## config.mk

```make
export PLATFORM = sky130hd
export DESIGN_NAME = pipelined_adder
export DESIGN_NICKNAME = d
export VERILOG_FILES = /design/src/rtl/adder_pkg.sv /design/src/rtl/adder_segment.sv /design/src/rtl/pipelined_adder.sv
export SDC_FILE = /design/constraint.sdc
export NUM_CORES = 1
export LEC_CHECK = 0
export BUFFER_PORTS_ARGS = -buffer_cell sky130_fd_sc_hd__buf_2
export CAP_MARGIN = 20
export CORE_MARGIN = 5
export CORE_UTILIZATION = 35
export DETAILED_ROUTE_END_ITERATION = 8
export GPL_ROUTABILITY_DRIVEN = 0
export PLACE_DENSITY = 0.59
export SYNTH_ARGS = -nofsm -noshare
export SYNTH_HDL_FRONTEND = slang
export SYNTH_SLANG_ARGS = --single-unit
```

## constraint.sdc

```tcl
create_clock -name clk -period 3.74 [get_ports clk]
set_input_delay 0.187 -clock clk [delete_from_list [all_inputs] [get_ports clk]]
set_output_delay 0.187 -clock clk [all_outputs]
set_load 0.005 [all_outputs]
```

## src/rtl/adder_pkg.sv

```systemverilog
// -----------------------------------------------------------------------------
// adder_pkg
//   Shared constants and helpers for the pipelined adder family.
//   - ADDER_DEF_WIDTH / ADDER_DEF_STAGES : default top-level parameters
//   - seg_width(w, s)                    : bits handled per pipeline segment
//   - fa_cell(x, y, c)                   : single-bit full-adder cell {co, s}
//   Optional feature macro used by the adder files: ADDER_OVF_EN.
// -----------------------------------------------------------------------------
package adder_pkg;

    localparam int unsigned ADDER_DEF_WIDTH  = 16;
    localparam int unsigned ADDER_DEF_STAGES = 4;

    function automatic int unsigned seg_width(input int unsigned w, input int unsigned s);
        return w / s;
    endfunction

    // The team's original full-adder cell: returns {carry_out, sum}.
    function automatic logic [1:0] fa_cell(input logic x, input logic y, input logic c);
        return {(x & y) | (x & c) | (y & c), x ^ y ^ c};
    endfunction

endpackage

```

## src/rtl/adder_segment.sv

```systemverilog
// -----------------------------------------------------------------------------
// adder_segment
//   Combinational SEG-bit ripple-carry adder made of full-adder cells.
//   Ports:
//     a, b  in   SEG  segment operand bits
//     ci    in   1    carry into bit 0 of the segment
//     s     out  SEG  segment sum bits
//     co    out  1    carry out of the segment MSB
//     cmsb  out  1    carry into the segment MSB (signed-overflow detection)
//   Optional feature macro of the adder family: ADDER_OVF_EN (consumer of cmsb).
// -----------------------------------------------------------------------------
module adder_segment
    import adder_pkg::*;
#(
    parameter int unsigned SEG = 4
) (
    input  logic [SEG-1:0] a,
    input  logic [SEG-1:0] b,
    input  logic           ci,
    output logic [SEG-1:0] s,
    output logic           co,
    output logic           cmsb
);

    always_comb begin
        logic w_c;
        w_c  = ci;
        s    = '0;
        cmsb = 1'b0;
        for (int unsigned i = 0; i < SEG; i++) begin
            if (i == SEG - 1) begin
                cmsb = w_c;
            end
            {w_c, s[i]} = fa_cell(a[i], b[i], w_c);
        end
        co = w_c;
    end

endmodule

```

## src/rtl/pipelined_adder.sv

```systemverilog
// -----------------------------------------------------------------------------
// pipelined_adder
//   WIDTH-bit adder split into STAGES registered carry segments with
//   valid/ready handshakes. One operand pair per cycle, results in order,
//   latency STAGES cycles.
//   Ports:
//     clk        in   1      rising-edge clock
//     rst        in   1      asynchronous active-high reset
//     in_valid   in   1      operand pair present
//     in_ready   out  1      block can accept this cycle
//     a, b       in   WIDTH  operands
//     cin        in   1      carry into bit 0
//     out_valid  out  1      result present
//     out_ready  in   1      downstream accepts result
//     sum        out  WIDTH  a + b + cin mod 2^WIDTH
//     cout       out  1      carry out of bit WIDTH-1
//     ovf        out  1      signed overflow (only when ADDER_OVF_EN is defined)
//   Configuration macro: ADDER_OVF_EN.
// -----------------------------------------------------------------------------
module pipelined_adder
    import adder_pkg::*;
#(
    parameter int unsigned WIDTH  = ADDER_DEF_WIDTH,
    parameter int unsigned STAGES = ADDER_DEF_STAGES
) (
    input  logic             clk,
    input  logic             rst,
    input  logic             in_valid,
    output logic             in_ready,
    input  logic [WIDTH-1:0] a,
    input  logic [WIDTH-1:0] b,
    input  logic             cin,
    output logic             out_valid,
    input  logic             out_ready,
    output logic [WIDTH-1:0] sum,
    output logic             cout
`ifdef ADDER_OVF_EN
    ,
    output logic             ovf
`endif
);

    localparam int unsigned SEG  = seg_width(WIDTH, STAGES);
    localparam int unsigned LAST = STAGES - 1;

    if (STAGES < 1 || STAGES > WIDTH || (WIDTH % STAGES) != 0) begin : g_bad_cfg
        $error("pipelined_adder: WIDTH (%0d) must be divisible by STAGES (%0d), 1 <= STAGES <= WIDTH",
               WIDTH, STAGES);
    end

    // Stage registers: operands travel whole, sum accumulates one segment per stage.
    logic             r_v [STAGES];
    logic [WIDTH-1:0] r_a [STAGES];
    logic [WIDTH-1:0] r_b [STAGES];
    logic [WIDTH-1:0] r_s [STAGES];
    logic             r_c [STAGES];

    // What each stage sees on its input side, and what it would capture.
    logic             w_in_v [STAGES];
    logic [WIDTH-1:0] w_in_a [STAGES];
    logic [WIDTH-1:0] w_in_b [STAGES];
    logic [WIDTH-1:0] w_in_s [STAGES];
    logic             w_in_c [STAGES];
    logic [WIDTH-1:0] w_nx_s [STAGES];
    logic [SEG-1:0]   w_seg_s [STAGES];
    logic             w_co   [STAGES];
    logic             w_cmsb [STAGES];

    logic             w_advance;

    assign w_advance = !out_valid || out_ready;
    assign in_ready  = w_advance;

    for (genvar k = 0; k < STAGES; k++) begin : g_stage
        if (k == 0) begin : g_head
            assign w_in_v[k] = in_valid;
            assign w_in_a[k] = a;
            assign w_in_b[k] = b;
            assign w_in_s[k] = '0;
            assign w_in_c[k] = cin;
        end else begin : g_body
            assign w_in_v[k] = r_v[k-1];
            assign w_in_a[k] = r_a[k-1];
            assign w_in_b[k] = r_b[k-1];
            assign w_in_s[k] = r_s[k-1];
            assign w_in_c[k] = r_c[k-1];
        end

        adder_segment #(
            .SEG (SEG)
        ) u_seg (
            .a    (w_in_a[k][k*SEG +: SEG]),
            .b    (w_in_b[k][k*SEG +: SEG]),
            .ci   (w_in_c[k]),
            .s    (w_seg_s[k]),
            .co   (w_co[k]),
            .cmsb (w_cmsb[k])
        );

        logic [WIDTH-1:0] w_nx;
        always_comb begin
            w_nx                = w_in_s[k];
            w_nx[k*SEG +: SEG]  = w_seg_s[k];
        end
        assign w_nx_s[k] = w_nx;
    end

    // Inner stages capture data every advance (bubble contents are don't-care).
    // The last stage captures only real transactions so the outputs stay
    // frozen while out_valid is low.
    always_ff @(posedge clk or posedge rst) begin
        if (rst) begin
            for (int unsigned k = 0; k < STAGES; k++) begin
                r_v[k] <= 1'b0;
                r_a[k] <= '0;
                r_b[k] <= '0;
                r_s[k] <= '0;
                r_c[k] <= 1'b0;
            end
        end else if (w_advance) begin
            for (int unsigned k = 0; k < STAGES; k++) begin
                r_v[k] <= w_in_v[k];
                if (k != LAST || w_in_v[k]) begin
                    r_a[k] <= w_in_a[k];
                    r_b[k] <= w_in_b[k];
                    r_s[k] <= w_nx_s[k];
                    r_c[k] <= w_co[k];
                end
            end
        end
    end

    assign out_valid = r_v[LAST];
    assign sum       = r_s[LAST];
    assign cout      = r_c[LAST];

`ifdef ADDER_OVF_EN
    logic r_ovf;

    // Overflow = carry into MSB xor carry out of MSB, both from the last segment.
    always_ff @(posedge clk or posedge rst) begin
        if (rst) begin
            r_ovf <= 1'b0;
        end else if (w_advance && w_in_v[LAST]) begin
            r_ovf <= w_co[LAST] ^ w_cmsb[LAST];
        end
    end

    assign ovf = r_ovf;
`endif

endmodule

```

==> Word-level counts from Yosys, hierarchy flattened <==
Index checks and enable logic that the tools add are counted.
{ "word_totals": {"reg_bits": 144, "inputBits": 37} }
{ "classes": {"bitwise_logic": 112, "reduce_logical": 3} }
{ "ops": {"columns": ["operator", "n"], "rows": [
  ["1-bit bitwise AND", 48],
  ["1-bit bitwise OR", 32],
  ["1-bit XOR", 32],
  ["2-bit AND reduction", 1],
  ["1-bit zero test", 1],
  ["1-bit logical OR", 1]
]} }

==> Logic depth before layout (Yosys ltp) <==
Gate-level depths: netlist of the first run.
{ "depth": {"word_depth": 12, "mapped_depth": 8, "depth_no_buf": 8} }

==> Cells and area by module <==
From an unflattened synthesis of the first run, not the netlist that was laid out.
{ "unflattened": {"hier_cells": 261, "area_unflattened_um2": 4142.7} }
{ "modules_own_cells": {"columns": ["mod", "instances", "cells_per_inst", "area_per_inst_um2", "seq_area_each_um2"], "rows": [
  ["pipelined_adder", 1, 205, 3672.3, 2402.3],
  ["adder_segment", 4, 14, 117.6, 0.0]
]} }

==> Worst setup path before layout of the first run <==
No wires, ideal clock.
{ "synth_path": {"path_kind": "register to register", "from": "register r_c[3] (netlist bit)", "to": "register r_s, in the netlist g_stage[2].w_nx[7]", "setup_ns": 0.077, "t_arrival_ns": 2.057, "slack_ns": 1.605, "path_stages_with_launch": 9, "path_buffers": 0, "cell_sequence": "dfrtp_1 inv_1 fa_1 inv_1 fa_1 fa_1 inv_1 fa_1 a21oi_1"} }
{ "synth_via": {"elab_chain_len": 10, "word_cells_on_any_way": 13, "classes_between": "13 x bitwise"} }
{ "synth_lines": {"columns": ["element", "line", "source"], "rows": [
  ["start: declaration", "pipelined_adder.sv:56", "logic r_c [STAGES];"],
  ["start signal: indexed assignment", "pipelined_adder.sv:127", "r_c[k] <= w_co[k];"],
  ["1-bit bitwise AND", "adder_pkg.sv:20", "return {(x & y) | (x & c) | (y & c), x ^ y ^ c};"],
  ["1-bit bitwise OR", "adder_pkg.sv:20", null],
  ["1-bit bitwise OR (*)", "adder_pkg.sv:20", null],
  ["1-bit bitwise AND", "adder_pkg.sv:20", null],
  ["1-bit bitwise OR", "adder_pkg.sv:20", null],
  ["1-bit bitwise OR (*)", "adder_pkg.sv:20", null],
  ["1-bit bitwise AND", "adder_pkg.sv:20", null],
  ["1-bit bitwise OR", "adder_pkg.sv:20", null],
  ["1-bit bitwise OR (*)", "adder_pkg.sv:20", null],
  ["1-bit XOR (*)", "adder_pkg.sv:20", null],
  ["end signal: indexed assignment", "pipelined_adder.sv:126", "r_s[k] <= w_nx_s[k];"],
  ["end: declaration", "pipelined_adder.sv:55", "logic [WIDTH-1:0] r_s [STAGES];"]
]} }
Mark *: on every way between the ends. The rest lies on a longest branch, timed or not.
A chain may end at the register's enable or synchronous reset.

==> Worst setup path after layout of the first run <==
{ "layout_path": {"from": "register r_a[40] (netlist bit)", "to": "register r_s, in the netlist g_stage[3].w_nx[11]"} }
{ "layout_via": {"elab_chain_len": 10, "word_cells_on_any_way": 13, "classes_between": "13 x bitwise"} }
{ "layout_lines": {"columns": ["element", "line", "source"], "rows": [
  ["start: declaration", "pipelined_adder.sv:53", "logic [WIDTH-1:0] r_a [STAGES];"],
  ["start signal: indexed assignment", "pipelined_adder.sv:124", "r_a[k] <= w_in_a[k];"],
  ["1-bit bitwise AND", "adder_pkg.sv:20", null],
  ["1-bit bitwise OR (*) (2 in a row)", "adder_pkg.sv:20", null],
  ["1-bit bitwise AND", "adder_pkg.sv:20", null],
  ["1-bit bitwise OR", "adder_pkg.sv:20", null],
  ["1-bit bitwise OR (*)", "adder_pkg.sv:20", null],
  ["1-bit bitwise AND", "adder_pkg.sv:20", null],
  ["1-bit bitwise OR", "adder_pkg.sv:20", null],
  ["1-bit bitwise OR (*)", "adder_pkg.sv:20", null],
  ["1-bit XOR (*)", "adder_pkg.sv:20", null]
]} }
Marks and branches as above.

==> results.cfg, run 1 <==
[logic_synthesis]
synth_flop_cell = dfrtp_1
syn_area_um2 = 4079
synth_largest_area_cell = dfrtp_1
synth_seq_area_share = 0.5890
synth.most_common_cell = dfrtp_1
synth_top_area_frac = 0.5890
synthCells = 276
ys_warn_count = 0
ys_top_cells_by_count = dfrtp_1 (96), mux2_2 (48), inv_1 (31)
synth_cell_types = 17
synth_area_leaders = dfrtp_1 (59%), mux2_2 (13%), mux2_4 (8.5%), fa_1 (7.9%), inv_1 (2.9%)
synthArstFlopShare = 1.000
synth-edff-count = 0
ys_ff_latch = 96
syn_area_per_cell_um2 = 14.78
syn_nets = 329

[pwr]
p_per_area_nw_per_um2 = 830.8
finalPower_mw = 3.966
peakVddDrop_mv = 0.4906
cellLeakagePower_nw = 2.279

[clock_tree]
insertion_delay_ps = 340
cts_tree = done
clkSinkCount = 96
ctsHoldBuffers = 0
postCtsSetupBuffers = 0
cts_made_buffers = 9
clockBufferDepth = 2
ctsResizeCount = 0
htreeDepth = 3
clk_transition_reported_paths_ps = 70
cts_root_buffer = clkbuf_16

[timing]
relSlewSlack = 0.4149
finalSetupViolCount = 0
finalCriticalPeriod_ps = 2313
slew_viol_final = 0
tightest_slew_ps = 877.6
hold_violations = 0
timing.hold.ws_ps = 31.19
fin_crit_sh = 0.6184
rsz0062_at_grt = no
setup_ws_ps = 1427
fmax_ghz = 0.4324
fin_skew_ps = 10.08
tns_ps = 0

[setup_path]
crit_path_max_incr_delay_ps = 470
cp_common_cell = fa_1
slowest_stage = fa_1
r2r_start = r_a[40]$_DFFE_PP0N_
worstSetupStartpointType = register
worst-path-max-fanout = 2
required_ps = 4000
crit_type = register to register
reg2reg_to = g_stage[3].w_nx[11]$_DFFE_PP0N_
arrival_ps = 2570
r2r_cells = 8
r2r_slack_ps = 1430
setup.worst_path.end_class = register
crit_chain = inv_1 > fa_1 > inv_1 > fa_1 > fa_1 > inv_1 > fa_1 > a21oi_1

[floorplan]
fp.coreArea_um2 = 11420
io_pins = 56
initial_core_util = 0.3572
die_w_um = 118.0
fp.dieH_um = 118.0
die_area_um2 = 13910
num_rows = 39

[placement]
portBuffers = 55
post-place-ws_ps = 1424
dp.final_hpwl_um = 4722

[global_routing]
grt_use_total = 0.1051
grt_remaining_overflow = 0
grt_pass1_vias = 2325
antenna_found_initial = 0
grt_max_degree = 74
grt_pass1_wl_um = 11710

[cells_and_area]
drive_gt1_frac = 0.4375
nets = 384
areaGrowthSynthToFinish_pct = 17.02
post-route-util = 0.4180
diodes = 0
num-fill-cells = 1080

[routing]
wl_per_cell_um = 14.48
drcViolationCount = 0
routed-via-count = 2140
routed_via_density = 4.468
drt-initial-drc-count = 81
wirelength_um = 6935
drtAntennaViolNets = 0
dr.pass1.iters = 5

[run_status]
status = finished clean

[worst_hold_path]
hp-class = input pin to asynchronous set/reset pin

[job]
max-cap-violations = 0
==> state kept, by name, indices dropped and copies added, names as in the netlist <==
| signal | cells |
|---|---|
| r_v | 3 |
| r_c | 3 |
| r_b | 24 |
| g_stage.w_nx | 24 |
| cout | 1 |
| r_a | 24 |
| sum | 16 |
| out_valid | 1 |
==> report_power, final <==
group / total [mW] / internal, mW / switching (mW)
logic: 1.28 / 0.729 / 0.555
registers: 1.73 / 1.49 / 0.239
clock network: 0.950 / 0.573 / 0.378
total: 3.97 / 2.79 / 1.17
==> layer usage <==
layer  GRT usage  vias up  share of wire
li1            -     1014              -
met1      0.1429     1071           0.47
met2      0.1517       43           0.46
met3     0.02835       12          0.044
met4     0.05806        0          0.023
met5           0        -              0
==> per-stage QoR <==
stage | std cells | area, µm²
floorplan | 276 | 4079
global placement | 463 | 4456
detailed placement | 463 | 4456
CTS | 479 | 4773
global route | 479 | 4773
finish | 479 | 4773
==> cells in the final DEF, fill, tap and decap left out, types with 2 or more instances in the layout <==
master     count
a21oi_1       10
buf_2         55
clkbuf_16      9
clkbuf_8       3
dfrtp_1       96
fa_1          16
inv_1         30
mux2_2        48
mux2_4        23
mux2i_1        2
nand2_1       12
nor2_1         9
o21ai_0       12
==> critical path: cells and delay by family (launching register included) <==
| family | cells | cell delay [ps] |
|---|---|---|
| compound gates | 1 | 130 |
| buf+inv | 3 | 260 |
| fa+ha+maj | 4 | 1490 |
| flops | 1 | 370 |
==> worst max path at each step <==
stage | startpoint | endpoint | slack (ps) | cells past startpoint
6_report | r_a[40]$_DFFE_PP0N_ | g_stage[3].w_nx[11]$_DFFE_PP0N_ | 1430 | 8
5_1_grt | r_c[3]$_DFFE_PP0N_ | g_stage[2].w_nx[7]$_DFFE_PP0N_ | 1310 | 8
4_1_cts | r_a[40]$_DFFE_PP0N_ | g_stage[3].w_nx[11]$_DFFE_PP0N_ | 1410 | 8
3_5_place_dp | r_c[2]$_DFFE_PP0N_ | g_stage[3].w_nx[11]$_DFFE_PP0N_ | 1420 | 8
3_3_place_gp | r_c[2]$_DFFE_PP0N_ | g_stage[3].w_nx[11]$_DFFE_PP0N_ | 1560 | 8
2_1_floorplan | rst | cout$_DFFE_PP0P_ | 1050 | 1
==> area by class of cell <==
type                       instances  area (µm²)  area share
clock buffer                      12       266.5     0.05583
clock inverter                     4       51.30     0.01075
inverter                          31       118.9     0.02490
multi-input combinational        136        1453      0.3043
sequential                        96        2402      0.5033
tap                              143       178.9     0.03748
timing repair buffer              57       302.8     0.06343
==> cells by family after synthesis <==
logic type / count (synthesis) / share of synthesized area
multiplexers: 73 / 0.2221
AO/OA/AOI/OAI: 23 / 0.02853
adder cells (fa/ha/maj): 16 / 0.07853
flip-flops: 96 / 0.5890
buffers and inverters: 44 / 0.05491
AND/OR/NAND/NOR: 24 / 0.02699
Note: power is estimated with default switching activity, not from simulation.
==> run 2: changes to the inputs <==
- clock period: 3.74 -> 2.2 ns (I/O delays scaled with it)
==> results.cfg, run 2 (synthesis results as in run 1) <==
[run_status]
status = finished clean

[timing]
fin_crit_sh = 0.9551
fin_skew_ps = 6.764
tightest_slew_ps = 718.6
hold_violations = 0
tns_ps = 0
slew_viol_final = 0
relSlewSlack = 0.5199
finalSetupViolCount = 0
finalCriticalPeriod_ps = 2101
fmax_ghz = 0.4759
rsz0062_at_grt = no

[global_routing]
grt_pass1_wl_um = 11990
grt_max_degree = 57
grt_use_total = 0.1073
grt_pass1_vias = 2392
grt_remaining_overflow = 0
antenna_found_initial = 0

[routing]
drt-initial-drc-count = 81
drcViolationCount = 0
routed_via_density = 4.479
wirelength_um = 6859
drtAntennaViolNets = 0
routed-via-count = 2217
wl_per_cell_um = 13.86
dr.pass1.iters = 4

[placement]
portBuffers = 55
dp.final_hpwl_um = 4684
postPlaceCellArea_um2 = 4509

[setup_path]
worstSetupStartpointType = register
worst-path-max-fanout = 2
crit_type = register to register
arrival_ps = 2360
setup.worst_path.end_class = register
crit_buf_inv = 3
crit_path_max_incr_delay_ps = 430
required_ps = 2460
crit_family = adder cells
cp_common_cell = fa_1
slowest_stage = fa_1
crit_chain = inv_2 > fa_1 > inv_1 > fa_2 > fa_1 > inv_2 > fa_1 > a21oi_2

[clock_tree]
clk_transition_reported_paths_ps = 60
cts_tree = done
htreeDepth = 3
clockBufferDepth = 2
cts_root_buffer = clkbuf_16
clkSinkCount = 96
insertion_delay_ps = 330
cts_made_buffers = 9

[cells_and_area]
final_common_cell = dfrtp_1
areaGrowthSynthToFinish_pct = 21.75
diodes = 0
nets = 401
num-fill-cells = 1047
post-route-util = 0.4349
design_area_um2 = 4966
layout_common_cells = dfrtp_1 (96), buf_2 (55), mux2_2 (48), mux2_4 (23), inv_1 (21)
drive_gt1_frac = 0.4602

[floorplan]
io_pins = 56
fp.coreArea_um2 = 11420
die_area_um2 = 13910
num_rows = 39
die_w_um = 118.0
fp.dieH_um = 118.0
initial_core_util = 0.3572

[pwr]
p_per_area_nw_per_um2 = 1366
finalPower_mw = 6.786
cellLeakagePower_nw = 2.335
peakVddDrop_mv = 0.6148

[worst_hold_path]
hp-class = input pin to register

[job]
max-cap-violations = 0
run 2: changes by cell type in the layout (fill, tap and decap cells not counted), moves of 3 or more:
cell	delta
inv_2	+9
fa_1	-5
inv_1	-9
buf_12	+3
dlygate4sd3_1	+14
clkbuf_1	+3
fa_2	+5
run 2: area by class of cell:
cell class	instances	area [µm²]	share of cell area
inverter	31	120.1	0.02419
multi-input combinational	136	1473	0.2965
clock inverter	2	38.79	0.007811
tap	143	178.9	0.03603
timing repair buffer	74	503.0	0.1013
sequential	96	2402	0.4837
clock buffer	13	250.2	0.05039
run 2: timing repair:
item,CTS,global route
setup buffers,0,1
setup endpoints to repair,3,3
gates resized for setup,4,12
pin swaps,0,5
hold buffers,14,0
hold endpoints to repair,42,0
run 2: path summary, 6_finish.rpt:
kind                                      from                              to  slack (ps)  cells after the start
setup reg to reg            r_c[3]$_DFFE_PP0N_  g_stage[2].w_nx[7]$_DFFE_PP0N_         100                      8
hold reg to reg            r_b[59]$_DFFE_PP0N_             r_b[43]$_DFFE_PP0N_         480                      2
max in group asynchronous                  rst             sum[12]$_DFFE_PP0P_        1140                      4
hold / removal                            b[4]             r_b[52]$_DFFE_PP0N_          10                      3
min in group asynchronous                  rst  g_stage[3].w_nx[6]$_DFFE_PP0N_         440                      3
setup / recovery            r_c[3]$_DFFE_PP0N_  g_stage[2].w_nx[7]$_DFFE_PP0N_         100                      8
run 2: worst reg2reg max path, delay by kind of cell (launching register included):
| kind | cells | cell delay, ps |
|---|---|---|
| adders and majority gates | 4 | 1320 |
| buffers and inverters | 3 | 180 |
| AOI/OAI and AO/OA | 1 | 150 |
| DFF | 1 | 380 |
run 2: power by group:
| part | total, mW | internal, mW | switching [mW] |
|---|---|---|---|
| Sequential | 2.97 | 2.54 | 0.427 |
| Clock | 1.52 | 0.911 | 0.610 |
| Combinational | 2.30 | 1.33 | 0.965 |
run 2: per-layer routing:
metal	wire length, µm	track usage
met1	3335	0.1514
met2	3098	0.1517
met3	309	0.03123
met4	116	0.04946
met5	0	0
run 2: stage by stage:
step                      instances  setup WS, ps  hold WS, ps
final                           495         98.76        11.80
after global routing            495        0.6479        3.884
after CTS                       494         6.258        2.750
after detailed placement        465        -50.54        263.5
after global placement          465         19.42        262.9
after floorplan                 276         65.24        226.8
